File: src/rtl/apb_timer.sv
// APB2 down-counting timer: CTRL/LOAD/VALUE/INTSTAT registers, one-shot or periodic, level IRQ.
// Optional prescaler enabled by defining APB_TIMER_PRESCALER_EN (PRESCALE register at 0x10).
module apb_timer #(
  parameter int ADDR_WIDTH = 32,
  parameter int DATA_WIDTH = 32
) (
  input  logic                  HCLK,
  input  logic                  HRESETn,
  input  logic                  PSEL,
  input  logic                  PENABLE,
  input  logic [ADDR_WIDTH-1:0] PADDR,
  input  logic                  PWRITE,
  input  logic [DATA_WIDTH-1:0] PWDATA,
  output logic [DATA_WIDTH-1:0] PRDATA,
  output logic                  IRQ
);

  typedef enum logic {
    STOPPED  = 1'b0,
    COUNTING = 1'b1
  } state_e;

  state_e                state_q, state_d;
  logic [2:0]            ctrl_q, ctrl_d;
  logic [DATA_WIDTH-1:0] load_q, load_d;
  logic [DATA_WIDTH-1:0] value_q, value_d;
  logic                  intstat_q, intstat_d;

  logic [2:0] reg_sel;
  logic       wr, wr_ctrl, wr_load, wr_int;
  logic       tick, expire;
  logic       unused_paddr;

  assign reg_sel      = PADDR[4:2];
  assign unused_paddr = ^{PADDR[ADDR_WIDTH-1:5], PADDR[1:0]};
  assign wr           = PSEL & PENABLE & PWRITE;
  assign wr_ctrl      = wr && (reg_sel == 3'd0);
  assign wr_load      = wr && (reg_sel == 3'd1);
  assign wr_int       = wr && (reg_sel == 3'd3);

`ifdef APB_TIMER_PRESCALER_EN
  logic [7:0] prescale_q, prescale_d;
  logic [7:0] pcnt_q, pcnt_d;
  logic       wr_presc;

  assign wr_presc = wr && (reg_sel == 3'd4);
  // >= rather than == so a PRESCALE shrunk mid-count cannot strand the counter
  assign tick     = (state_q == COUNTING) && (pcnt_q >= prescale_q);
`else
  assign tick     = (state_q == COUNTING);
`endif

  assign expire = tick && (value_q == '0);

  always_comb begin
    state_d   = state_q;
    ctrl_d    = ctrl_q;
    load_d    = load_q;
    value_d   = value_q;
    intstat_d = intstat_q;

    if (tick) begin
      if (value_q == '0) begin
        if (ctrl_q[1]) begin
          value_d = load_q;
        end else begin
          ctrl_d[0] = 1'b0;
          state_d   = STOPPED;
        end
      end else begin
        value_d = value_q - DATA_WIDTH'(1);
      end
    end

    // Bus writes are applied after the tick so they override it
    if (wr_ctrl) begin
      ctrl_d  = PWDATA[2:0];
      state_d = PWDATA[0] ? COUNTING : STOPPED;
    end
    if (wr_load) begin
      load_d  = PWDATA;
      value_d = PWDATA;
    end

    if (wr_int && PWDATA[0]) intstat_d = 1'b0;
    if (expire)              intstat_d = 1'b1;
  end

`ifdef APB_TIMER_PRESCALER_EN
  always_comb begin
    prescale_d = prescale_q;
    pcnt_d     = pcnt_q;
    if (wr_presc) prescale_d = PWDATA[7:0];
    if (state_q == COUNTING) pcnt_d = tick ? 8'd0 : pcnt_q + 8'd1;
    if ((state_q == STOPPED && wr_ctrl && PWDATA[0]) || wr_load) pcnt_d = 8'd0;
  end

  always_ff @(posedge HCLK or negedge HRESETn) begin
    if (!HRESETn) begin
      prescale_q <= '0;
      pcnt_q     <= '0;
    end else begin
      prescale_q <= prescale_d;
      pcnt_q     <= pcnt_d;
    end
  end
`endif

  always_ff @(posedge HCLK or negedge HRESETn) begin
    if (!HRESETn) begin
      state_q   <= STOPPED;
      ctrl_q    <= '0;
      load_q    <= '0;
      value_q   <= '0;
      intstat_q <= 1'b0;
    end else begin
      state_q   <= state_d;
      ctrl_q    <= ctrl_d;
      load_q    <= load_d;
      value_q   <= value_d;
      intstat_q <= intstat_d;
    end
  end

  always_comb begin
    PRDATA = '0;
    if (HRESETn && PSEL && !PWRITE) begin
      case (reg_sel)
        3'd0:    PRDATA[2:0] = ctrl_q;
        3'd1:    PRDATA      = load_q;
        3'd2:    PRDATA      = value_q;
        3'd3:    PRDATA[0]   = intstat_q;
`ifdef APB_TIMER_PRESCALER_EN
        3'd4:    PRDATA[7:0] = prescale_q;
`endif
        default: PRDATA      = '0;
      endcase
    end
  end

  assign IRQ = intstat_q & ctrl_q[2];

endmodule

File: config.mk
export PLATFORM = sky130hd
export DESIGN_NAME = apb_timer
export DESIGN_NICKNAME = d
export VERILOG_FILES = /design/src/rtl/apb_timer.sv
export SDC_FILE = /design/constraint.sdc
export NUM_CORES = 1
export LEC_CHECK = 0
export ABC_CLOCK_PERIOD_IN_PS = 3600
export BUFFER_PORTS_ARGS = -buffer_cell sky130_fd_sc_hd__buf_2
export CAP_MARGIN = 20
export CORE_MARGIN = 3
export CORE_UTILIZATION = 48
export CTS_BUF_LIST = sky130_fd_sc_hd__clkbuf_16
export DETAILED_ROUTE_END_ITERATION = 12
export PLACE_DENSITY = 0.72
export REMOVE_ABC_BUFFERS = 1
export SETUP_SLACK_MARGIN = 0.4
export SYNTH_ARGS = -nofsm -noshare
export SYNTH_HDL_FRONTEND = slang
export SYNTH_SLANG_ARGS = --single-unit
File: constraint.sdc
create_clock -name HCLK -period 3.6 [get_ports HCLK]
set_input_delay 0.18 -clock HCLK [delete_from_list [all_inputs] [get_ports HCLK]]
set_output_delay 0.18 -clock HCLK [all_outputs]
set_load 0.03 [all_outputs]
# Yosys cells after proc, flatten, opt, wreduce, memory -nomap -nowiden
# Index checks and enable logic that the tools add are counted.
# Widths: inputs -> output; s select.
dict set report classes {
  add_sub_neg 1
  eq_ne 5
  muxes 19
  bitwise_logic 3
  reduce_logical 16
}
# operator n
set op_table {}
lappend op_table {{$mux 32} 5}
lappend op_table {{$pmux 29 s2} 1}
lappend op_table {{$logic_not 32->1} 1}
lappend op_table {{$sub 32x1->32 const B} 1}
lappend op_table {{$mux 1} 11}
lappend op_table {{$reduce_bool 2->1} 4}
lappend op_table {{$logic_and 1x1->1} 7}
lappend op_table {{$eq 3x2->1 const B} 2}
lappend op_table {{$pmux 2 s3} 1}
lappend op_table {{$pmux 1 s4} 1}
lappend op_table {{$and 1x1->1} 3}
lappend op_table {{$eq 3x1->1 const B} 1}
lappend op_table {{$logic_not 3->1} 1}
lappend op_table {{$ne 3x3->1 const B} 1}
lappend op_table {{$reduce_and 3->1} 1}
lappend op_table {{$ne 2x1->1 const B} 1}
lappend op_table {{$reduce_and 2->1} 1}
lappend op_table {{$logic_not 1->1} 1}
dict set report totals {
  ff_bits 69
  input_bits 69
  out_inout_bits 33
  wordCells 50
}

# Logic depth before layout (Yosys ltp)
dict set report depth {
  ltp_word 6
  ltp_mapped 10
  ltp_nobuf 8
}

# Worst setup path after synthesis
# Ideal clock, no wire load.
dict set report synth_timing {
  path_type {reg2reg}
  start {register value_q[18]}
  end {register value_q[31]}
  arrival_time_ps 2357
  t_required_ps 3474
  path_slack_ps 1117
  stages_incl_launch_ff 9
  path_buffers 2
  period_less_slack_ps 2483
  cell_sequence {dfrtp_1 -> or4_4 -> or3_1 -> buf_6 -> or3_4 -> buf_6 -> o21ai_1 -> a21oi_1 -> o32a_1}
}
dict set report synth_between {
  elab_chain_cells 4
  word_cells_on_any_way 7
  classes_between {add/sub (1); eq/ne (1); mux (3); reduce/logical (2)}
}
# item line
set synth_lines {}
lappend synth_lines {{from (decl)} 26} ;# logic [DATA_WIDTH-1:0] value_q, value_d;
lappend synth_lines {{from (signal assigned)} 120} ;# value_q <= value_d;
lappend synth_lines {{$sub 32x1->32 or $logic_not 32->1 (tied branches)} {71, 63}}
lappend synth_lines {{$mux 32} 63} ;# if (value_q == '0) begin
lappend synth_lines {{$mux 32} 62} ;# if (tick) begin
lappend synth_lines {{$mux 32} 80} ;# if (wr_load) begin
# Several ways; a longest one is shown, not always the timed one. The select of a mux whose other input is x is not followed.
# A chain may end at the register's enable or synchronous reset.

# Final worst setup path
dict set report layout_timing {
  start {register value_q[0]}
  end {register value_q[31]}
}
# Same word-level chain as after synthesis.

==> impl_metrics.ini <==
[global_route]
antenna_found_initial = 0
grt_use_total = 0.2455
grt.overflow.total = 0
grt_max_degree = 69
grt_first_pass_wirelength_um = 20290
grt_pass1_vias = 4103

[cells_and_area]
num_antenna_cells = 0
fin_nets = 673
final_area_sq_um = 5030
layout-drive-gt1-share = 0.1884
synthToLayoutAreaGrowth_pct = 15.48

[clocking]
clock_latency_ns = 0.33
postCtsSetupRepairBufs = 0
ctsResizeCount = 0
root_buffer = clkbuf_16
cts_buffers = 9
cts_buffer_depth = 2
cts_tree = yes
cts.sinks = 69
htreeDepth = 3
clk_pin_slew_worst_paths_ns = 0.05

[yosys]
async_flop_share = 1.000
yosys.area.top_type = dfrtp_1
synth_seq_area_share = 0.3964
syn_avg_cell_area_sq_um = 7.962
ys_ff_latch = 69
synth_area_sq_um = 4355
syn-instance-count = 547
synth.area.top_cells = dfrtp_1 40%, nand2_1 11%, nor2_1 5.6%, a22oi_1 5.3%, o21ai_0 2.8%
synth_top_area_frac = 0.3964
ys.flop_type = dfrtp_1
synth-edff-count = 0
yosys.cell_types.count = 60
yosysWarnings = 0

[timing]
maxSlewViolCount = 0
finClkSkew_ns = 0.005219
hold_violations = 0
fin_crit_ns = 2.974
holdWs_ns = 0.06335
max_freq_mhz = 336.3
relSlewSlack = 0.4166
rsz0062_at_grt = false
period_share = 0.8261
tightest_slew_ns = 0.8751
finalSetupViolations = 0
setup_ws_ns = 0.6262

[drt]
ant_nets = 0
dr.pass1.iters = 5
routed_wirelength_um = 12220
drc = 0
vias_per_cell = 6.090
drt_iter0_drc = 246
wire_per_inst_um = 17.13
vias = 4342

[critical_path]
worst-path-max-fanout = 38
cp_data_arrival_time_ns = 3.18
crit_family = simple AND/OR/NAND/NOR gates
path_buf_inv = 1
path_cells = inv_1 -> ha_1 -> nor4b_1 -> nand4_2 -> or3_4 -> o21ai_1 -> a21oi_1 -> o32a_1
cp_data_required_time_ns = 3.81
crit_type = reg2reg
cpMaxStageDelayCell = or3_4
worst_setup_path_start_kind = flop
critPathCaptureType = flop
max_stage_delay_ns = 0.64

[power]
p_switching_mw = 0.9109
swShare = 0.3402
ir_worst_vdd_uv = 245.7
power_density_nw_per_um2 = 532.3
total_power_mw = 2.678
p_int_mw = 1.767
leakage_nw = 2.280
power_frac_seq = 0.457
pwr-share-comb = 0.231
clkPwrFrac = 0.312

[place]
gp_congestion = 0.8897
numPortBuffers = 72
place_area_sq_um = 4748
hpwlAfterDp_um = 8109
pre_cts_slack_ns = 0.6635

[die]
ios = 102
initial_core_util = 0.4970
die_h_um = 101.3
rows = 34
core_sq_um = 8763
die_w_um = 101.3
die_area_sq_um = 10250

[outcome]
status = completed

[flow_run]
max-cap-violations = 0

[min_path]
hold_class = in2reg
## worst min-delay path, delay by kind of cell
| family | cells | cell delay (ns) |
|---|---|---|
| AND/OR/NAND/NOR | 2 | 0.10 |
| buffers and inverters | 1 | 0.07 |
## power by group through the flow
| stage | clock network (mW) | registers, mW | logic [mW] |
|---|---|---|---|
| 2_1_floorplan | 0 | 1.15 | 0.461 |
| 3_3_place_gp | 0 | 1.21 | 0.593 |
| 3_5_place_dp | 0 | 1.22 | 0.614 |
| 4_1_cts | 0.845 | 1.21 | 0.621 |
| 5_1_grt | 0.882 | 1.25 | 0.702 |
| 6_report | 0.836 | 1.22 | 0.619 |
## per-layer routing
metal	vias up	part of all wire	GRT usage
li1	2058	-	-
met1	2102	0.45	0.3481
met2	164	0.47	0.3848
met3	18	0.058	0.04201
met4	0	0.012	0.07566
met5	-	0	0
## flip-flops by register name, summed over array words and instances, names as in the netlist
register	cells
state_q	1
value_q	32
intstat_q	1
load_q	32
ctrl_q	3
## cell usage after synthesis (3+ instances only)
cell type,n
and2_1,4
o21ai_1,3
nand2_1,131
xor2_1,3
nor2_1,65
o22a_1,3
nand3_1,17
a211o_1,4
or4_4,3
buf_6,5
nor4_1,7
inv_1,7
o221ai_1,5
a31oi_1,17
a22oi_1,31
or4_1,6
nor3b_1,3
xnor2_1,11
o21ai_0,24
a211oi_1,4
buf_2,6
o211ai_1,9
nand4_1,5
clkbuf_1,29
or3_1,4
a21oi_1,15
dfrtp_1,69
nor3_1,14
## path summary, 6_finish.rpt
check / startpoint / end / slack (ns) / cells after the start
max: value_q[0] / value_q[31] / 0.63 / 8
max reg2reg: value_q[0] / value_q[31] / 0.63 / 8
min in group asynchronous: HRESETn / load_q[20] / 0.20 / 2
min: PWDATA[25] / load_q[25] / 0.06 / 3
max in group asynchronous: HRESETn / load_q[7] / 2.30 / 3
min reg2reg: load_q[15] / load_q[15] / 0.50 / 2
## through the flow
stage,cells,setup TNS [ns],util
detailed placement,698,0,0.5418
global route,713,0,0.5740
floorplan,505,-63.92,-
CTS,713,0,0.5740
finish,713,0,0.5740
global placement,698,0,0.5418
## final cells by class
class                   instances  area, sq um
multi-input cells             429         2402
fillers                       821         3734
clock buffers                   9        225.2
repair buffers                 86        467.9
well taps                     108        135.1
inverters                       7        26.28
flip-flops and latches         69         1727
clock inverters                 5        46.29
## layout by cell type (no fill, tap or decap), types with 9 or more instances in the layout
cell type | netlist | layout
o211ai_1 | 9 | 9
a31oi_1 | 17 | 17
nand2_1 | 131 | 131
clkbuf_16 | 0 | 9
nor3_1 | 14 | 14
nand3_1 | 17 | 17
a22oi_1 | 31 | 31
dfrtp_1 | 69 | 69
o21ai_0 | 24 | 24
a21oi_1 | 15 | 15
inv_1 | 7 | 9
nor2_1 | 65 | 65
buf_4 | 1 | 13
xnor2_1 | 11 | 11
buf_2 | 6 | 72
## logic make-up (layout without fill, tap and decap cells)
kind of cell | after synthesis | count (layout) | share of synthesized area
and+or+nand+nor | 278 | 278 | 0.2979
adders and majority gates | 2 | 2 | 0.005745
xor gates and xnor gates | 14 | 14 | 0.02815
DFF | 69 | 69 | 0.3964
muxes | 5 | 5 | 0.01494
AOI/OAI and AO/OA | 130 | 130 | 0.2031
buffers and inverters | 49 | 107 | 0.05372
## what timing repair did
action | 4_1_cts | 5_1_grt
hold endpoints to repair | 1 | 0
setup endpoints to repair | 0 | 0
hold buffers | 1 | 0
No activity file was read; power rests on OpenSTA's default activity.
